[src/rtl/iterative_shifter_if.sv]
// iterative_shifter_if: request/result bus between a shift requester and the iterative shifter.
interface iterative_shifter_if #(
  parameter int DATA_W  = 32,
  parameter int SHAMT_W = $clog2(DATA_W)
);
  logic               start_i;
  logic [DATA_W-1:0]  data_i;
  logic [SHAMT_W-1:0] shamt_i;
  logic [2:0]         mode_i;
  logic               busy_o;
  logic               done_o;
  logic [DATA_W-1:0]  data_o;
  modport master (output start_i, data_i, shamt_i, mode_i, input busy_o, done_o, data_o);
  modport slave  (input start_i, data_i, shamt_i, mode_i, output busy_o, done_o, data_o);
endinterface

[src/rtl/iterative_shifter.sv]
// iterative_shifter: multi-cycle shift/rotate unit moving at most STEP bit positions per clock.
module iterative_shifter #(
  parameter int DATA_W  = 32,
  parameter int SHAMT_W = $clog2(DATA_W),
  parameter int STEP    = 4
) (
  input logic             clk_i,
  input logic             rst_i,
  iterative_shifter_if.slave bus
);
  localparam logic [0:0] S_IDLE = 1'b0;
  localparam logic [0:0] S_RUN  = 1'b1;
  localparam logic [2:0] M_SRA = 3'd0;
  localparam logic [2:0] M_SLL = 3'd1;
  localparam logic [2:0] M_SRL = 3'd2;
  localparam logic [2:0] M_ROL = 3'd3;
  localparam logic [2:0] M_ROR = 3'd4;
  // one extra bit so STEP == DATA_W still fits the remaining-count width
  localparam logic [SHAMT_W:0] STEP_C = STEP[SHAMT_W:0];
  localparam logic [SHAMT_W:0] DATA_C = DATA_W[SHAMT_W:0];
  logic [0:0]         state_q, state_d;
  logic [DATA_W-1:0]  acc_q, acc_d;
  logic [SHAMT_W:0]   rem_q, rem_d;
  logic [2:0]         mode_q, mode_d;
  logic               done_q, done_d;
  logic [DATA_W-1:0]  data_q, data_d;
  logic [SHAMT_W:0]   k, kc;
  logic signed [DATA_W-1:0] acc_s;
  logic [DATA_W-1:0]  sra, shifted;
  always_comb begin
    k = rem_q > STEP_C ? STEP_C : rem_q;
    kc = DATA_C - k;
    acc_s = acc_q;
    // kept apart from the mode mux so the arithmetic shift stays signed
    sra = acc_s >>> k;
    shifted = mode_q == M_SRA ? sra :
              mode_q == M_SLL ? acc_q << k :
              mode_q == M_SRL ? acc_q >> k :
              mode_q == M_ROL ? (acc_q << k) | (acc_q >> kc) :
              mode_q == M_ROR ? (acc_q >> k) | (acc_q << kc) : acc_q;
  end
  always_comb begin
    state_d = state_q;
    acc_d = acc_q;
    rem_d = rem_q;
    mode_d = mode_q;
    done_d = 1'b0;
    data_d = data_q;
    if (state_q == S_IDLE) begin
      if (bus.start_i) begin
        state_d = S_RUN;
        acc_d = bus.data_i;
        rem_d = bus.mode_i > M_ROR ? '0 : {1'b0, bus.shamt_i};
        mode_d = bus.mode_i;
      end
    end else if (rem_q != '0) begin
      acc_d = shifted;
      rem_d = rem_q - k;
    end else begin
      state_d = S_IDLE;
      done_d = 1'b1;
      data_d = acc_q;
    end
  end
  always_ff @(posedge clk_i) begin
    if (!rst_i) begin
      state_q <= S_IDLE;
      acc_q <= '0;
      rem_q <= '0;
      mode_q <= '0;
      done_q <= 1'b0;
      data_q <= '0;
    end else begin
      state_q <= state_d;
      acc_q <= acc_d;
      rem_q <= rem_d;
      mode_q <= mode_d;
      done_q <= done_d;
      data_q <= data_d;
    end
  end
  assign bus.busy_o = state_q == S_RUN;
  assign bus.done_o = done_q;
  assign bus.data_o = data_q;
endmodule
[src/flat_wrapper.sv]
// flat-port wrapper written by rule: the top's interface ports become plain ports
module iterative_shifter_flat 
#(
  parameter int DATA_W  = 32,
  parameter int SHAMT_W = $clog2(DATA_W),
  parameter int STEP    = 4
)
  (clk_i, rst_i, bus_start_i, bus_data_i, bus_shamt_i, bus_mode_i, bus_busy_o, bus_done_o, bus_data_o);
  iterative_shifter_if #(.DATA_W(DATA_W), .SHAMT_W(SHAMT_W)) bus_i ();
  input logic clk_i;
  input logic rst_i;
  input wire logic [$bits(bus_i.start_i)-1:0] bus_start_i;
  input wire logic [$bits(bus_i.data_i)-1:0] bus_data_i;
  input wire logic [$bits(bus_i.shamt_i)-1:0] bus_shamt_i;
  input wire logic [$bits(bus_i.mode_i)-1:0] bus_mode_i;
  output wire logic [$bits(bus_i.busy_o)-1:0] bus_busy_o;
  output wire logic [$bits(bus_i.done_o)-1:0] bus_done_o;
  output wire logic [$bits(bus_i.data_o)-1:0] bus_data_o;
  assign bus_i.start_i = bus_start_i;
  assign bus_i.data_i = bus_data_i;
  assign bus_i.shamt_i = bus_shamt_i;
  assign bus_i.mode_i = bus_mode_i;
  assign bus_busy_o = bus_i.busy_o;
  assign bus_done_o = bus_i.done_o;
  assign bus_data_o = bus_i.data_o;
  iterative_shifter #(.DATA_W(DATA_W), .SHAMT_W(SHAMT_W), .STEP(STEP)) u_core (.clk_i(clk_i), .rst_i(rst_i), .bus(bus_i));
endmodule
[config.mk]
export PLATFORM = sky130hd
export DESIGN_NAME = iterative_shifter_flat
export DESIGN_NICKNAME = d
export VERILOG_FILES = /design/src/rtl/iterative_shifter_if.sv /design/src/rtl/iterative_shifter.sv /design/src/flat_wrapper.sv
export SDC_FILE = /design/constraint.sdc
export NUM_CORES = 1
export LEC_CHECK = 0
export CORE_MARGIN = 4
export CORE_UTILIZATION = 40
export DETAILED_ROUTE_END_ITERATION = 7
export HOLD_SLACK_MARGIN = 0.12
export PLACE_DENSITY = 0.6
export SYNTH_ARGS = -nofsm -noshare
export SYNTH_HDL_FRONTEND = slang
export SYNTH_SLANG_ARGS = --single-unit
export TNS_END_PERCENT = 100
[constraint.sdc]
create_clock -name clk_i -period 3.7 [get_ports clk_i]
set_clock_uncertainty 0.2 [all_clocks]
set_input_delay 0.37 -clock clk_i [delete_from_list [all_inputs] [get_ports clk_i]]
set_output_delay 0.37 -clock clk_i [all_outputs]
set_load 0.02 [all_outputs]
==> summary.md, run 1 <==
| Metric | Value |
|---|---|
| Min Tclk post-route | `3.51 ns` |
| Buffer count from post-CTS setup fixing | `0` |
| Global-route wire length before repair | `55900 um` |
| Ys flop type | `sky130_fd_sc_hd__dfxtp_1` |
| Non-filler instance count after layout | `1299` |
| Setup TNS after final layout | `0 ns` |
| Final RePlAce weighted congestion | `1.04` |
| Required @ worst endpoint | `3.74 ns` |
| Power density over the cells | `464 mW/mm^2` |
| Run status | `finished clean` |
| Die outline area | `0.0202 mm^2` |
| Crit Path Category | `flip-flop to flip-flop` |
| Most frequent cells in the layout | `144 x sky130_fd_sc_hd__nand2_1, 90 x sky130_fd_sc_hd__buf_4, 77 x sky130_fd_sc_hd__o21ai_0, 75 x sky130_fd_sc_hd__clkdlybuf4s50_1, 74 x sky130_fd_sc_hd__dfxtp_1` |
| GRT Util Overall | `36.7%` |
| Count of endpoints failing setup in the final report | `0` |
| Hold Crit Class | `flip-flop to flip-flop` |
| Io pins | `77` |
| Number of buffers inserted by port buffering | `76` |
| Pin count of the biggest net entering global routing | `69` |
| Kind of capture point of the worst setup path | `flip-flop` |
| Maximum clock rate | `285 MHz` |
| Fin crit share | `94.9%` |
| Start point of the worst hold path | `u_core.bus.data_o[12]` |
| Worst slew slack as a fraction of its limit | `21.2%` |
| Biggest area contributors in the synthesized netlist | `sky130_fd_sc_hd__dfxtp_1 21%, sky130_fd_sc_hd__nand2_1 7.5%, sky130_fd_sc_hd__o21ai_0 5.4%` |
| Launch point of the worst reg-to-reg path | `u_core.rem_q[5]` |
| Per-cell via count in the routed design | `7.08` |
| Number of violations of the max-capacitance limit | `0` |
| Post-synthesis instance area | `0.00718 mm^2` |
| Detailed Routing Iterations Pass 1 | `6` |
| Clock latency of the later-clocked register in the worst-skew pair | `0.36 ns` |
| Startpoint of the worst setup timing path | `u_core.rem_q[5]` |
| Clock-pin slew reported for the worst setup and hold paths after clock tree synthesis | `0.07 ns` |
| RSZ-0062 raised after global routing | `no` |
| H-tree lvl count | `3` |
| Sum of overflow across all layers after global routing | `0` |
| Die Y-Extent | `142 um` |
| CTS sink cnt | `75` |
| Transition time at the pin with the least slew margin | `1.15 ns` |
| Share of layout cells above drive strength 1 | `13.0%` |
| Routed length per placed instance | `29.2 um` |
| Total clock buffers created by CTS | `9` |
| Net count of the finished layout | `1114` |
| Pins over their slew limit | `0` |
| Area share of the largest cell type after synthesis | `20.9%` |
| Remaining routing DRC violations | `0` |
| Die W | `142 um` |
| Std-Cell Rows | `48` |
| Most common cell after layout, fill and taps aside | `sky130_fd_sc_hd__nand2_1` |
| Finished Core Util | `50.6%` |
| Top cell type by total area after synthesis | `sky130_fd_sc_hd__dfxtp_1` |
| Number of inserted diodes | `0` |
| Largest vdd supply drop | `233 uV` |
| Largest fanout on the critical path | `31` |
| HPWL after detailed placement | `26800 um` |
| Share of flip-flops with an asynchronous set or reset | `0%` |
| Initial DRC Count | `1321` |
| Core region area | `0.0174 mm^2` |
| Static leakage | `3.17 nW` |
| Number of failing hold endpoints at the final stage | `0` |
| Synth cell types | `79` |
| Arrival time of the worst setup path | `3.55 ns` |
| Syn_nets | `1044` |
| Post-CTS Resized | `0` |
| Post-synth EDFFs | `0` |
| Placed Cells incl. Taps | `1283` |
| Via count of the first global-routing pass | `8679` |
| Synth-to-Final Area Change | `22.6%` |
| Clock root buffer master | `sky130_fd_sc_hd__clkbuf_16` |
| Initial core utilization | `41.2%` |
| Hold Buf Count CTS | `0` |
| Post-Synthesis Cells | `999` |
| Mapped Avg Cell Area | `7.19 um^2` |
| Yosys Warn Count | `0` |
| Wirelength, routed | `38000 um` |
| Number of nets still failing antenna checks after routing | `0` |
| Portion of the post-synthesis area used by sequential elements | `20.9%` |
| Number of antenna violations at the first check in global routing | `1` |
| Seq cells post-synth | `75` |
| Clock tree from TritonCTS | `done` |
| Longest Clk Path Bufs | `2` |
| Min Hold Slack | `0.262 ns` |
| Routed vias | `9191` |
| Crit path launch type | `flip-flop` |
-- critical path, stage by stage, from the launching register on --
cell and delay [ns]:
sky130_fd_sc_hd__dfxtp_1 0.31, sky130_fd_sc_hd__or4_2 0.77, sky130_fd_sc_hd__nor2_1 0.19, sky130_fd_sc_hd__clkinv_1 0.11, sky130_fd_sc_hd__ha_1 0.35, sky130_fd_sc_hd__buf_12 0.19, sky130_fd_sc_hd__nor3_1 0.28, sky130_fd_sc_hd__buf_4 0.21
sky130_fd_sc_hd__a311oi_1 0.10, sky130_fd_sc_hd__o221a_2 0.16, sky130_fd_sc_hd__a211oi_1 0.36, sky130_fd_sc_hd__o21ai_0 0.14
-- final cells by class --
cell class              count  area, um^2
clock inverters             7        90.1
clock buffers               9         225
flip-flops and latches     75        1500
well taps                 225         282
repair buffers            169        1490
fillers                  1796        8610
multi-input cells         800        5160
inverters                  14        57.6
-- per-stage QoR --
step           cell area (um^2)  power [mW]  worst slack (ns)
5_1_grt                    8800        4.21            0.0210
2_1_floorplan              7180        2.16             0.156
3_3_place_gp               8480        3.03             0.150
6_report                   8800        4.08             0.190
4_1_cts                    8790        3.99             0.120
3_5_place_dp               8480        3.00             0.164
-- final timing paths --
kind | to | slack, ns | cells past startpoint
hold reg to reg | u_core.bus.data_o[12] | 0.26 | 2
setup reg to reg | u_core.acc_q[2] | 0.19 | 11
hold / removal | u_core.bus.data_o[12] | 0.26 | 2
setup / recovery | u_core.acc_q[2] | 0.19 | 11
-- registers in the layout, indices dropped and copies added (netlist names) --
register,count
u_core.acc_q,32
u_core.bus.busy_o,1
u_core.bus.data_o,32
u_core.bus.done_o,1
u_core.mode_q,3
u_core.rem_q,6
-- layer usage --
metal | wire length, um | GRT usage [%] | share of wire [%] | vias up
met5 | 14 | 0 | 0.037 | -
met4 | 2130 | 19.6 | 5.6 | 2
met3 | 4660 | 8.87 | 12 | 156
met2 | 15900 | 53.2 | 42 | 748
met1 | 15300 | 50.3 | 40 | 4291
li1 | - | - | - | 3994
-- cells by family (layout without fill, tap and decap cells) --
logic type	after synthesis	count (layout)	synth area share (%)
AOI/OAI and AO/OA	408	408	40.5
and+or+nand+nor	348	348	22.3
buffers and inverters	124	199	7.56
DFF	75	75	20.9
muxes	38	38	7.96
xor gates and xnor gates	3	3	0.366
adders and majority gates	2	2	0.348
other	1	1	0.0522
-- report_power, final --
group	leakage, nW	switching [mW]	internal (mW)	total (mW)
Combinational	2.40	1.27	0.722	1.99
Clock	0.156	0.447	0.544	0.991
Sequential	0.614	0.215	0.885	1.10
-- Yosys cell counts (all sizes together), types with 7 or more instances --
cell type / n
nand2: 144
o21ai: 81
clkbuf: 77
dfxtp: 75
nor2: 66
a21oi: 49
a21boi: 44
nand3: 41
a211oi: 39
buf: 33
nor3: 31
mux2i: 23
o211ai: 22
a31oi: 21
and3: 21
o221ai: 18
mux4: 13
inv: 11
o31ai: 11
o32ai: 10
a211o: 8
a21o: 8
nor4: 8
a2111oi: 7
a221o: 7
o221a: 7
No activity file was read; power rests on OpenSTA's default activity.
==> run 2: changes to the inputs <==
--- a/config.mk
+++ b/config.mk
@@ -9,6 +9,7 @@
 export CORE_UTILIZATION = 40
 export DETAILED_ROUTE_END_ITERATION = 7
 export HOLD_SLACK_MARGIN = 0.12
+export MAX_ROUTING_LAYER = met4
 export PLACE_DENSITY = 0.6
 export SYNTH_ARGS = -nofsm -noshare
 export SYNTH_HDL_FRONTEND = slang
==> summary.md, run 2 (synthesis gave the netlist of run 1 again) <==
| Metric | Value |
|---|---|
| Global-route wire length before repair | `56600 um` |
| Multi-input gate area | `0.00514 mm^2` |
| Core region area | `0.0174 mm^2` |
| Die Y-Extent | `142 um` |
| Clock root buffer master | `sky130_fd_sc_hd__clkbuf_16` |
| Number of failing hold endpoints at the final stage | `0` |
| Wirelength, routed | `38300 um` |
| CTS sink cnt | `75` |
| Buffer count from post-CTS setup fixing | `0` |
| Register-to-Register Path Depth | `11` |
| Largest fanout on the critical path | `22` |
| Fill cells | `1787` |
| Largest vdd supply drop | `248 uV` |
| Longest Clk Path Bufs | `2` |
| Static leakage | `3.13 nW` |
| Remaining routing DRC violations | `1` |
| Post-CTS Resized | `0` |
| Maximum clock rate | `290 MHz` |
| Crit Path Category | `flip-flop to flip-flop` |
| Routed length per placed instance | `29.6 um` |
| Setup TNS after final layout | `0 ns` |
| GR Layer Usage met1 | `51.0%` |
| Launch point of the worst reg-to-reg path | `u_core.rem_q[5]` |
| Failing checks | `DRC` |
| Crit path launch type | `flip-flop` |
| Count of endpoints failing setup in the final report | `0` |
| Pins over their slew limit | `0` |
| Setup WS post-layout | `0.246 ns` |
| Startpoint of the worst setup timing path | `u_core.rem_q[5]` |
| Sequential cell area in the final layout | `0.00150 mm^2` |
| Largest incremental delay on the critical path | `0.77 ns` |
| Routed vias | `9234` |
| Number of violations of the max-capacitance limit | `0` |
| Fin crit share | `93.3%` |
| Global-route met3 utilization | `8.17%` |
| Total clock buffers created by CTS | `9` |
| Minimum setup slack after placement | `0.268 ns` |
| Sum of overflow across all layers after global routing | `0` |
| Required @ worst endpoint | `3.73 ns` |
| Initial DRC Count | `1678` |
| Clock tree from TritonCTS | `done` |
| Number of antenna violations at the first check in global routing | `1` |
| Worst R2R End | `u_core.acc_q[20]` |
| Clock latency of the later-clocked register in the worst-skew pair | `0.36 ns` |
| Initial core utilization | `41.2%` |
| Standard cell with the maximum stage delay on the critical path | `sky130_fd_sc_hd__or4_2` |
| Io pins | `77` |
| Number of cells on the worst hold path | `2` |
| Reg2reg setup slack | `0.25 ns` |
| RSZ-0062 raised after global routing | `no` |
| Std-Cell Rows | `48` |
| Transition time at the pin with the least slew margin | `0.817 ns` |
| Worst path cell trace | `or4_2 -> nor2_1 -> clkinv_1 -> ha_1 -> inv_1 -> buf_12 -> o32ai_1 -> buf_4 -> nor3_1 -> a2111oi_0 -> o21ai_0` |
| Start point of the worst hold path | `u_core.bus.data_o[17]` |
| Met2 GRT Util | `54.9%` |
| Hold Buf Count CTS | `0` |
| Net count of the finished layout | `1109` |
| Final RePlAce weighted congestion | `1.07` |
| Pin count of the biggest net entering global routing | `54` |
| Clock-pin slew reported for the worst setup and hold paths after clock tree synthesis | `0.07 ns` |
| Share of layout cells above drive strength 1 | `12.3%` |
| Number of nets still failing antenna checks after routing | `0` |
| Arrival time of the worst setup path | `3.48 ns` |
| HPWL after detailed placement | `26900 um` |
| Kind of capture point of the worst setup path | `flip-flop` |
| Detailed Routing Iterations Pass 1 | `8` |
| GRT Util Overall | `38.4%` |
| Per-cell via count in the routed design | `7.13` |
| Synth-to-Final Area Change | `21.9%` |
| Number of buffers inserted by port buffering | `76` |
| Die outline area | `0.0202 mm^2` |
| End point of the worst hold path | `u_core.bus.data_o[17]` |
| Worst slew slack as a fraction of its limit | `44.1%` |
| Min Tclk post-route | `3.45 ns` |
| Most common cell after layout, fill and taps aside | `sky130_fd_sc_hd__nand2_1` |
| H-tree lvl count | `3` |
| Via count of the first global-routing pass | `8598` |
| Hold Crit Class | `flip-flop to flip-flop` |
| Most frequent cells in the layout | `144 x sky130_fd_sc_hd__nand2_1, 84 x sky130_fd_sc_hd__buf_4, 77 x sky130_fd_sc_hd__o21ai_0, 75 x sky130_fd_sc_hd__clkdlybuf4s50_1, 74 x sky130_fd_sc_hd__dfxtp_1` |
| Run status | `complete, but fails checks` |
| Die W | `142 um` |
| Power density over the cells | `460 mW/mm^2` |
| Gr busiest metal | `met2` |
## run 2: cell types whose count changed in the layout (fill, tap and decap cells not counted), sizes merged
cell,previous run,this run
diode,0,1
inv,16,12
buf,94,89
clkbuf,9,11
clkinvlp,0,2
## run 2: per-layer routing
| layer | up-vias | wire [um] |
|---|---|---|
| met2 | 771 | 15800 |
| met4 | 0 | 2660 |
| met5 | - | 0 |
| met3 | 180 | 4800 |
| li1 | 3981 | - |
| met1 | 4302 | 15100 |
## run 2: through the flow
stage / total power, mW / hold WS, ns / cells / utilization, % / instance area [um^2]
after floorplan: 2.16 / 0.271 / 999 / - / 7180
after global placement: 3.02 / 0.248 / 1278 / 48.5 / 8450
after detailed placement: 2.99 / 0.256 / 1278 / 48.5 / 8450
after CTS: 3.93 / 0.266 / 1294 / 50.2 / 8750
after global routing: 4.15 / 0.281 / 1295 / 50.2 / 8750
final: 4.03 / 0.261 / 1295 / 50.2 / 8750
## run 2: power by group
group / internal (mW) / switching, mW
logic: 0.712 / 1.28
clock network: 0.528 / 0.417
registers: 0.886 / 0.203
## run 2: how the worst max path moves through the flow
stage,end,slack [ns],cells after the start
global placement,u_core.acc_q[10],0.28,11
finish,u_core.acc_q[20],0.25,11
detailed placement,u_core.acc_q[20],0.27,11
floorplan,u_core.acc_q[30],0.16,15
CTS,u_core.acc_q[20],0.24,11
global route,u_core.acc_q[20],0.04,11
## run 2: layout make-up
cell class / instances / share of cell area, %
clock buffers: 11 / 2.66
flip-flops and latches: 75 / 17.2
well taps: 225 / 3.22
inverters: 14 / 0.658
clock inverters: 5 / 0.715
diodes: 1 / 0.0286
repair buffers: 164 / 16.8
multi-input cells: 800 / 58.8
## run 2: critical path, delay by kind of cell, from the launching register on
| family | cells | cell delay (ns) |
|---|---|---|
| buffers and inverters | 4 | 0.56 |
| adders and majority gates | 1 | 0.37 |
| DFF | 1 | 0.31 |
| and+or+nand+nor | 3 | 0.99 |
| AOI/OAI and AO/OA | 3 | 0.89 |
==> run 3: changes to the inputs <==
--- a/config.mk
+++ b/config.mk
@@ -11,6 +11,7 @@
 export HOLD_SLACK_MARGIN = 0.12
 export MAX_ROUTING_LAYER = met4
 export PLACE_DENSITY = 0.6
+export SETUP_SLACK_MARGIN = 0.3
 export SYNTH_ARGS = -nofsm -noshare
 export SYNTH_HDL_FRONTEND = slang
 export SYNTH_SLANG_ARGS = --single-unit
==> summary.md, run 3 (synthesis gave the netlist of run 1 again) <==
| Metric | Value |
|---|---|
| Run status | `finished clean` |
| Crit path launch type | `flip-flop` |
| Startpoint of the worst setup timing path | `u_core.bus.busy_o` |
| Fill cells | `1784` |
| Core region area | `0.0174 mm^2` |
| Initial core utilization | `41.2%` |
| Worst path cell trace | `inv_1 -> a211o_1 -> nand2_1 -> buf_4 -> o2111ai_1 -> o211a_1` |
| Number of buffers inserted by port buffering | `76` |
| Wirelength, routed | `38000 um` |
| Largest vdd supply drop | `248 uV` |
| Area after detailed placement | `0.00848 mm^2` |
| Arrival time of the worst setup path | `3.39 ns` |
| Kind of cell adding the most delay to the critical path | `compound AO/OA/AOI/OAI gates` |
| Largest fanout on the critical path | `16` |
| Longest Clk Path Bufs | `2` |
| Global-route wire length before repair | `56600 um` |
| Clock tree from TritonCTS | `done` |
| Clock latency of the later-clocked register in the worst-skew pair | `0.36 ns` |
| Min Tclk post-route | `3.34 ns` |
| Most common cell after layout, fill and taps aside | `sky130_fd_sc_hd__nand2_1` |
| Total clock buffers created by CTS | `9` |
| Number of violations of the max-capacitance limit | `0` |
| Most frequent cells in the layout | `144 x sky130_fd_sc_hd__nand2_1, 90 x sky130_fd_sc_hd__buf_4, 77 x sky130_fd_sc_hd__o21ai_0, 75 x sky130_fd_sc_hd__clkdlybuf4s50_1, 74 x sky130_fd_sc_hd__dfxtp_1` |
| Maximum clock rate | `299 MHz` |
| Die Y-Extent | `142 um` |
| Launch point of the worst reg-to-reg path | `u_core.bus.busy_o` |
| Worst slew slack as a fraction of its limit | `41.9%` |
| Remaining routing DRC violations | `0` |
| Fin crit share | `90.3%` |
| Required @ worst endpoint | `3.75 ns` |
| Hold Crit Class | `input pin to flip-flop` |
| H-tree lvl count | `3` |
| Crit Path Category | `flip-flop to flip-flop` |
| Share of layout cells above drive strength 1 | `13.6%` |
| Buffer count from post-CTS setup fixing | `0` |
| Overall power after layout | `4.14 mW` |
| Summed area of non-filler cells in the final layout | `0.00886 mm^2` |
| CTS sink cnt | `75` |
| Placed Cells incl. Taps | `1283` |
| Final RePlAce weighted congestion | `1.12` |
| Worst Path Buf+Inv | `2` |
| Sum of overflow across all layers after global routing | `0` |
| Met2 routed wirelength | `15900 um` |
| Number of antenna violations at the first check in global routing | `1` |
| Setup TNS after final layout | `0 ns` |
| Pins over their slew limit | `0` |
| Finished Core Util | `50.9%` |
| Std-Cell Rows | `48` |
| Number of cells on the worst hold path | `2` |
| Power density over the cells | `468 mW/mm^2` |
| Start point of the worst hold path | `rst_i` |
| Transition time at the pin with the least slew margin | `0.868 ns` |
| Top sig layer | `met4` |
| Count of endpoints failing setup in the final report | `0` |
| Detailed Routing Iterations Pass 1 | `6` |
| Critical path depth | `6` |
| RSZ-0062 raised after global routing | `no` |
| Min Hold Slack | `0.246 ns` |
| Routed length per placed instance | `29.2 um` |
| Wire length on met3 | `4830 um` |
| Kind of capture point of the worst setup path | `flip-flop` |
| Die outline area | `0.0202 mm^2` |
| Register-to-Register Path Depth | `6` |
| GRT Util Overall | `38.2%` |
| Hold Buf Count CTS | `0` |
| Non-filler instance count after layout | `1300` |
| Net count of the finished layout | `1114` |
| Wire length the detailed router placed on met1 | `15000 um` |
| Setup WS post-layout | `0.358 ns` |
| Per-cell via count in the routed design | `7.19` |
| Via count of the first global-routing pass | `8722` |
| Die W | `142 um` |
| Pin count of the biggest net entering global routing | `58` |
| Largest incremental delay on the critical path | `0.77 ns` |
| Number of failing hold endpoints at the final stage | `0` |
| Io pins | `77` |
| Sequential cell area in the final layout | `0.00150 mm^2` |
| Clock root buffer master | `sky130_fd_sc_hd__clkbuf_16` |
| Post-CTS Resized | `10` |
| Routed vias | `9342` |
| Multi-input gate area | `0.00519 mm^2` |
| Static leakage | `3.17 nW` |
| Synth-to-Final Area Change | `23.4%` |
| Initial DRC Count | `1388` |
| HPWL after detailed placement | `27100 um` |
| Minimum setup slack after placement | `0.104 ns` |
| Number of nets still failing antenna checks after routing | `0` |
| Standard cell with the maximum stage delay on the critical path | `sky130_fd_sc_hd__dfxtp_1` |
| Clock-pin slew reported for the worst setup and hold paths after clock tree synthesis | `0.07 ns` |
-- run 3: cell types whose count changed in the layout (fill, tap and decap cells not counted), sizes merged --
cell / before / now
clkinvlp: 2 / 1
buf: 89 / 94
bufinv: 1 / 2
-- run 3: layout make-up --
cell class / count / share of cell area [%]
Antenna cell: 1 / 0.0283
Sequential cell: 75 / 17.0
Tap cell: 225 / 3.18
Inverter: 14 / 0.650
Timing Repair Buffer: 169 / 16.8
Clock inverter: 5 / 0.961
Clock buffer: 11 / 2.74
Multi-Input combinational cell: 800 / 58.6
-- run 3: final timing paths --
kind                                 to  slack (ns)
hold reg to reg   u_core.bus.data_o[12]        0.26
setup / recovery       u_core.acc_q[28]        0.36
hold / removal         u_core.acc_q[25]        0.25
setup reg to reg       u_core.acc_q[28]        0.36
-- run 3: metal layers --
metal  track usage, %  vias to the layer above
li1                 -                     3983
met1             50.5                     4379
met2             54.1                      794
met3             9.48                      186
met4             19.1                        0
met5                -                        -
-- run 3: report_power, final --
group          leakage, nW  internal [mW]  switching (mW)
sequential           0.614          0.886           0.212
clock                0.156          0.615           0.420
combinational         2.40          0.731            1.28
total                 3.17           2.23            1.91
-- run 3: worst reg2reg max path, cell delays in order (launching register included) --
cell and delay (ns):
sky130_fd_sc_hd__dfxtp_1 0.77, sky130_fd_sc_hd__inv_1 0.46, sky130_fd_sc_hd__a211o_1 0.47, sky130_fd_sc_hd__nand2_1 0.57
sky130_fd_sc_hd__buf_4 0.34, sky130_fd_sc_hd__o2111ai_1 0.17, sky130_fd_sc_hd__o211a_1 0.25
